[config.mk]
export PLATFORM = sky130hd
export DESIGN_NAME = irq_ctrl
export DESIGN_NICKNAME = d
export VERILOG_FILES = /design/src/rtl/irq_ctrl_pkg.sv /design/src/rtl/irq_ctrl_sync_edge.sv /design/src/rtl/irq_ctrl.sv
export SDC_FILE = /design/constraint.sdc
export NUM_CORES = 1
export LEC_CHECK = 0
export BUFFER_PORTS_ARGS = -buffer_cell sky130_fd_sc_hd__buf_2
export CORE_AREA = 2 2 54 56
export DETAILED_ROUTE_END_ITERATION = 8
export DIE_AREA = 0 0 56 58
export MAX_ROUTING_LAYER = met4
export PLACE_DENSITY = 0.54
export RECOVER_POWER = 100
export SYNTH_ARGS = -nofsm -noshare
export SYNTH_HDL_FRONTEND = slang
export SYNTH_HIERARCHICAL = 1
export SYNTH_SLANG_ARGS = --single-unit
[constraint.sdc]
create_clock -name clk -period 1.4 [get_ports clk]
set_clock_uncertainty 0.1 [all_clocks]
set_input_delay 0.14 -clock clk [delete_from_list [all_inputs] [get_ports clk]]
set_output_delay 0.14 -clock clk [all_outputs]
set_load 0.005 [all_outputs]
[src/rtl/irq_ctrl_pkg.sv]
// Shared types and constants for the irq_ctrl interrupt controller.
package irq_ctrl_pkg;

  localparam int unsigned N_CH_DEF        = 4;
  localparam int unsigned SYNC_STAGES_DEF = 2;
  localparam int unsigned ID_W_DEF        = 2;

  typedef enum logic [1:0] {
    IDLE    = 2'd0,
    REQ     = 2'd1,
    SERVICE = 2'd2
  } state_t;

  localparam logic [6:0] DBG_PENDING = 7'd0;
  localparam logic [6:0] DBG_MASK    = 7'd1;
  localparam logic [6:0] DBG_STATUS  = 7'd2;
  localparam logic [6:0] DBG_ACKS    = 7'd3;
  localparam logic [6:0] DBG_LOST    = 7'd4;

  function automatic logic [31:0] count_ones(input logic [31:0] v);
    logic [31:0] n;
    n = '0;
    for (int unsigned i = 0; i < 32; i++) begin
      n = n + {31'd0, v[i]};
    end
    return n;
  endfunction

endpackage

[src/rtl/irq_ctrl_sync_edge.sv]
// One interrupt channel: SYNC_STAGES-deep synchroniser followed by a rising-edge detector.
module irq_sync_edge
  import irq_ctrl_pkg::*;
#(
  parameter int unsigned SYNC_STAGES = SYNC_STAGES_DEF
) (
  input  logic clk,
  input  logic rst,
  input  logic d,
  output logic rise
);

  logic [SYNC_STAGES-1:0] sync;
  logic                   prev;

  always_ff @(posedge clk) begin
    if (rst) begin
      sync <= '0;
      prev <= 1'b0;
    end else begin
      sync[0] <= d;
      for (int unsigned i = 1; i < SYNC_STAGES; i++) begin
        sync[i] <= sync[i-1];
      end
      prev <= sync[SYNC_STAGES-1];
    end
  end

  assign rise = sync[SYNC_STAGES-1] & ~prev;

endmodule

[src/rtl/irq_ctrl.sv]
// Multi-channel fixed-priority interrupt controller with ack/eret handshake.
// Optional debug read port enabled by IRQ_CTRL_DEBUG_EN.
module irq_ctrl
  import irq_ctrl_pkg::*;
#(
  parameter int unsigned    N_CH        = N_CH_DEF,
  parameter int unsigned    SYNC_STAGES = SYNC_STAGES_DEF,
  parameter int unsigned    ID_W        = ID_W_DEF,
  parameter logic [N_CH-1:0] MASK_RST   = '1
) (
  input  logic            clk,
  input  logic            rst,
  input  logic [N_CH-1:0] irq_in,
  input  logic            mask_we,
  input  logic [N_CH-1:0] mask_wdata,
  input  logic            ack,
  input  logic            eret,
  output logic            irq_req,
  output logic [ID_W-1:0] irq_id,
  output logic [N_CH-1:0] pending,
  output logic            in_service
`ifdef IRQ_CTRL_DEBUG_EN
  ,
  input  logic [6:0]      debug_addr,
  output logic [31:0]     debug_data
`endif
);

  logic [N_CH-1:0] rise;
  logic [N_CH-1:0] mask;
  logic [N_CH-1:0] cand;
  logic [N_CH-1:0] clr;
  logic [ID_W-1:0] sel;
  logic            valid;

  state_t          state, state_nxt;
  logic            req_nxt, svc_nxt, take;
  logic [ID_W-1:0] id_nxt;

  for (genvar g = 0; g < N_CH; g++) begin : g_ch
    irq_sync_edge #(.SYNC_STAGES(SYNC_STAGES)) u_sync (
      .clk  (clk),
      .rst  (rst),
      .d    (irq_in[g]),
      .rise (rise[g])
    );
  end

  assign cand = pending & mask;

  always_comb begin
    sel   = '0;
    valid = 1'b0;
    for (int unsigned i = 0; i < N_CH; i++) begin
      if (!valid && cand[i]) begin
        sel   = ID_W'(i);
        valid = 1'b1;
      end
    end
  end

  always_comb begin
    state_nxt = state;
    req_nxt   = irq_req;
    id_nxt    = irq_id;
    svc_nxt   = in_service;
    take      = 1'b0;
    unique case (state)
      IDLE: begin
        if (valid) begin
          state_nxt = REQ;
          id_nxt    = sel;
          req_nxt   = 1'b1;
        end
      end
      REQ: begin
        if (ack) begin
          take      = 1'b1;
          req_nxt   = 1'b0;
          svc_nxt   = 1'b1;
          state_nxt = SERVICE;
        end
      end
      SERVICE: begin
        if (eret) begin
          svc_nxt   = 1'b0;
          state_nxt = IDLE;
        end
      end
      default: state_nxt = IDLE;
    endcase
  end

  always_comb begin
    clr = '0;
    for (int unsigned i = 0; i < N_CH; i++) begin
      clr[i] = take && (irq_id == ID_W'(i));
    end
  end

  always_ff @(posedge clk) begin
    if (rst) begin
      state      <= IDLE;
      irq_req    <= 1'b0;
      irq_id     <= '0;
      in_service <= 1'b0;
      pending    <= '0;
      mask       <= MASK_RST;
    end else begin
      state      <= state_nxt;
      irq_req    <= req_nxt;
      irq_id     <= id_nxt;
      in_service <= svc_nxt;
      // a fresh edge outranks the ack clear on the same channel
      pending    <= (pending & ~clr) | rise;
      if (mask_we) begin
        mask <= mask_wdata;
      end
    end
  end

`ifdef IRQ_CTRL_DEBUG_EN
  logic [N_CH-1:0] lost;
  logic [31:0]     ack_cnt;
  logic [31:0]     lost_cnt;

  // an edge is only lost when the channel stays pending without being consumed
  assign lost = rise & pending & ~clr;

  always_ff @(posedge clk) begin
    if (rst) begin
      ack_cnt  <= '0;
      lost_cnt <= '0;
    end else begin
      if (take) begin
        ack_cnt <= ack_cnt + 32'd1;
      end
      lost_cnt <= lost_cnt + count_ones(32'(lost));
    end
  end

  always_comb begin
    debug_data = '0;
    case (debug_addr)
      DBG_PENDING: debug_data = 32'(pending);
      DBG_MASK:    debug_data = 32'(mask);
      DBG_STATUS:  debug_data = 32'({state, in_service, irq_id});
      DBG_ACKS:    debug_data = ack_cnt;
      DBG_LOST:    debug_data = lost_cnt;
      default:     debug_data = '0;
    endcase
  end
`endif

endmodule

* Word-level counts from Yosys, hierarchy flattened
Index checks and enable logic that the tools add are counted.
Word-level totals: logic and storage cells 71, register bits 26
Cells by class: reductions and logical operators 18, equality and inequality tests 8, mux-type cells 19, bitwise gates (word level) 12
Operators by type and width (number):
- 2-to-1 mux 1 bit | 11
- 2-to-1 mux 2 bit | 5
- AND reduction 3 bit | 3
- bitwise AND 4 bit | 2
- logical AND 1 bit | 7
- == test 2 bit, second input constant | 3
- inequality test 2 bit, second input constant | 3
- case mux 2 bit (3 select lines) | 1
- bitwise AND 1 bit | 4
- == test 2 x 1 -> 1 bit, second input constant | 2
- logical NOT 2 bit | 2
- inverter 1 bit | 4
- inverter 4 bit | 1
- OR 4 bit | 1
- case mux 1 bit (2 select lines) | 2
- nonzero test 2 bit | 2
- logical NOT 1 bit | 3
- AND reduction 2 bit | 1

* Logic depth before layout (Yosys ltp)
depth after elaboration 13, mapped depth 3, depth with buffers taken out 3

* By module
Netlist, hierarchy kept.
Modules (own cells, without submodules):
- irq_ctrl | area an instance 566.8 µm², seq. area each 280.3 µm², times used 1, cells each 61
- irq_sync_edge | area an instance 87.6 µm², seq. area each 60.1 µm², times used 4, cells each 7

* Worst setup path after synthesis
Ideal clock, no wire load.
kind flip-flop to flip-flop, start register state[0], end register pending[3], arrival 0.901 ns, cell stages (with the launch flop) 4, period minus slack after synthesis 1.134 ns, buffers on the path 0, path slack 0.266 ns, required time 1.167 ns, cells stage by stage dfxtp_1 > nand3b_1 > nor4bb_1 > nor3_1
On the way: word-level cells in the longest chain between the ends 6
RTL lines:
- start: declaration | line irq_ctrl.sv:36 | state_t state, state_nxt;
- start signal: assignment | line irq_ctrl.sv:110 | state <= state_nxt;
- == test 2 x 1 -> 1 bit | line irq_ctrl.sv:68 | unique case (state)
- 2-to-1 mux 1 bit | line irq_ctrl.sv:68
- logical AND 1 bit | line irq_ctrl.sv:97 | clr[i] = take && (irq_id == ID_W'(i));
- inverter 4 bit | line irq_ctrl.sv:115 | pending <= (pending & ~clr) | rise;
- bitwise AND 4 bit | line irq_ctrl.sv:115
- OR 4 bit | line irq_ctrl.sv:115
- end signal: assignment | line irq_ctrl.sv:115
- end: declaration | line irq_ctrl.sv:20 | output logic [N_CH-1:0] pending,
No other way between the ends. A chain may end at the register's enable or synchronous reset.

* Final worst setup path
start register state[1], end register pending[3]
Same word-level chain as after synthesis.

==> summary.txt <==
Finish
  – Combined area of the multi-input logic cells: approximately 380 sq um
  – Fraction of final layout cells with drive strength greater than 1: 0.230
  – Nets: between 100 and 150
  – Total area of sequential cells: between 500 and 600 sq um
  – Number of fillers in the final layout: approximately 260
  – Number of antenna diodes: 0
  – Layout overhead on the synthesized area: 28.2%

STA
  – Post-route worst hold slack: ~39 ps
  – Max-slew violation count: 0
  – Share of the cycle needed by the critical path after routing: 0.918
  – Hold Vio Cnt, Final: 0
  – Max frequency: between 700 and 800 MHz
  – Rel. slew slack: 0.683
  – Min cycle time layout: 1280 ps
  – RSZ-0062 raised after global routing: no
  – Final worst-path setup slack: 115 ps
  – Final setup fails: 0
  – Actual slew at the worst max-slew pin: approximately 480 ps
  – Setup tns final: 0 ps

Worst setup path
  – Endpoint kind of the worst setup timing path: flop
  – Max stage delay cell, worst path: sky130_fd_sc_hd__dfxtp_1
  – Critical path type: reg -> reg
  – Element type at the critical path start: flop
  – Top Family by Delay on Critical Path: simple AND/OR/NAND/NOR gates
  – Critical path arrival: ~1400 ps
  – WP data required: 1500 ps
  – Combined buffer and inverter count along the critical path: 0
  – Slowest cell delay on critical path: roughly 370 ps
  – Cell breakdown of the critical path: nand3b_1 -> nor4bb_1 -> nor3_1
  – Maximum net fanout on the critical path: 6

Detailed routing
  – DRT antenna net count: 0
  – DRC violation total after the first TritonRoute iteration: 9
  – Wire per inst: between 10 and 15 microns
  – Routed vias/inst: between 4 and 5
  – Initial DRT Pass Iterations: 4
  – Total wire length after detailed routing: around 1700 microns
  – DRC: 0
  – DR vias: 748

Die
  – Initial standard-cell utilization of the core: 0.344
  – Area of the core: 2660 sq um
  – Number of primary I/O pins: 21
  – Die Wd: 56 microns
  – Site Rows: 19
  – Die Height: between 50 and 60 microns
  – Die area: approximately 3200 sq um

Clocking
  – CTS tree: done
  – Clk slew on worst S/H paths: between 100 and 150 ps
  – TritonCTS Buffers: 3
  – CTS sink count: 26
  – H-tree depth: 1
  – Maximum clock path buffer count: 2
  – Clock root buffer: sky130_fd_sc_hd__clkbuf_4
  – Source-to-sink clock delay at the later pin of the worst-skew pair: between 300 and 400 ps

Yosys
  – Synthesized area: ~920 sq um
  – Distinct cell type count after synthesis: 23
  – Yosys top cell area share: 0.568
  – Synth async-reset ratio: 0
  – Count of flip-flops with a built-in enable after synthesis: 0
  – Largest area contributor in the netlist: sky130_fd_sc_hd__dfxtp_1
  – Avg Inst Size Synth: between 10 and 15 sq um
  – Cells taking the most area after synthesis: sky130_fd_sc_hd__dfxtp_1 (57%), sky130_fd_sc_hd__nor2b_1 (11%), sky130_fd_sc_hd__a211o_1 (3.8%), sky130_fd_sc_hd__nor2b_2 (3.8%), sky130_fd_sc_hd__a21oi_1 (2.7%)
  – Warnings from Yosys: 6
  – List of most frequent post-synthesis cells: sky130_fd_sc_hd__dfxtp_1 (26), sky130_fd_sc_hd__nor2b_1 (16)
  – Cells after Synth: 89
  – Post-synthesis sequential element count: 26
  – Leading register cell type out of synthesis: sky130_fd_sc_hd__dfxtp_1
  – Most common cell in the synthesized netlist: sky130_fd_sc_hd__dfxtp_1
  – Synthesized netlist net count: between 100 and 150
  – Post-synthesis sequential area ratio: 0.568

Power
  – Total power density per cell area: between 1000 and 1500 nW/um^2
  – Static leakage: between 0.4 and 0.5 nW
  – Worst VDD drop: between 0.0008 and 0.0009 V

Place
  – Count of buffers from port buffering: 20
  – Weighted congestion at the end of routability-driven global placement: 0.664
  – Dpl ws: roughly 95 ps

Status
  – Result of the run: completed

GRT
  – Overall routing resource usage: 0.120
  – Initial antenna violation count: 0
  – Number of global-route vias before repair: just under 700
  – First-pass GRT wire length: 2920 microns
  – Grt total ovfl: 0
  – Largest net degree at the start of global routing: 27

Run
  – Max-cap check violation count: 0

Min path
  – Worst hold-check path type: in -> reg
[timing repair]
action,4_1_cts,5_1_grt
resized for setup,0,1
hold buffers,9,0
setup endpoints to repair,0,2
endpoints found under the hold margin,9,0
setup buffers,0,1
[kinds of logic after synthesis]
group / synth area share
AOI/OAI and AO/OA: 0.143
buffers and inverters: 0.00818
DFF: 0.568
and+or+nand+nor: 0.281
[cells in the final DEF (no fill, tap or decap), types with 2 or more instances in the layout]
| cell type | count |
|---|---|
| sky130_fd_sc_hd__clkbuf_4 | 4 |
| sky130_fd_sc_hd__o21ai_0 | 2 |
| sky130_fd_sc_hd__nor2b_1 | 16 |
| sky130_fd_sc_hd__a21oi_1 | 5 |
| sky130_fd_sc_hd__nor4_1 | 2 |
| sky130_fd_sc_hd__nor2_1 | 6 |
| sky130_fd_sc_hd__nand2_1 | 5 |
| sky130_fd_sc_hd__nor3_1 | 5 |
| sky130_fd_sc_hd__dfxtp_1 | 25 |
| sky130_fd_sc_hd__nor2b_2 | 4 |
| sky130_fd_sc_hd__a211o_1 | 4 |
| sky130_fd_sc_hd__nor4b_1 | 2 |
| sky130_fd_sc_hd__dlygate4sd3_1 | 9 |
| sky130_fd_sc_hd__a22o_1 | 2 |
| sky130_fd_sc_hd__buf_2 | 18 |
| sky130_fd_sc_hd__clkbuf_1 | 2 |
[per-layer routing]
| layer | global-route usage | vias to the layer above | share of wire |
|---|---|---|---|
| li1 | - | 380 | - |
| met1 | 0.138 | 349 | 0.46 |
| met2 | 0.195 | 17 | 0.47 |
| met3 | 0.0513 | 2 | 0.058 |
| met4 | 0.0306 | 0 | 0.0075 |
| met5 | - | - | 0 |
[power breakdown]
group / switching [W] / internal, W
Sequential: 0.0000378 / 0.000790
Clock: 0.000204 / 0.000159
Combinational: 0.0000783 / 0.0000990
[state kept, by name, summed over array words and instances (netlist names)]
register          flops
g_ch.u_sync/prev      4
g_ch.u_sync/sync      8
in_service            1
irq_id                2
irq_req               1
mask                  4
pending               4
state                 2
[through the flow]
| stage | cells | power [W] | util | area [sq um] |
|---|---|---|---|---|
| after floorplan | 89 | 0.000936 | - | 917 |
| after global placement | 139 | 0.00100 | 0.395 | 1050 |
| after detailed placement | 139 | 0.00101 | 0.395 | 1050 |
| after CTS | 152 | 0.00140 | 0.443 | 1180 |
| after global routing | 153 | 0.00145 | 0.442 | 1180 |
| final | 153 | 0.00137 | 0.442 | 1180 |
[cell type report]
class                   count  area share
flip-flops and latches     26       0.444
multi-input cells          61       0.323
repair buffers             30       0.166
well taps                  31      0.0330
clock buffers               4      0.0309
inverters                   1     0.00319
[worst paths after layout]
kind	startpoint	to	slack [ps]	cells after the start
worst max-delay path	state[1]	pending[3]	120	3
worst min-delay path	mask_we	mask[0]	40	2
worst max register to register	state[1]	pending[3]	120	3
worst min register to register	g_ch[3].u_sync/sync[0]	g_ch[3].u_sync/sync[1]	350	1
No activity file was read; power rests on OpenSTA's default activity.
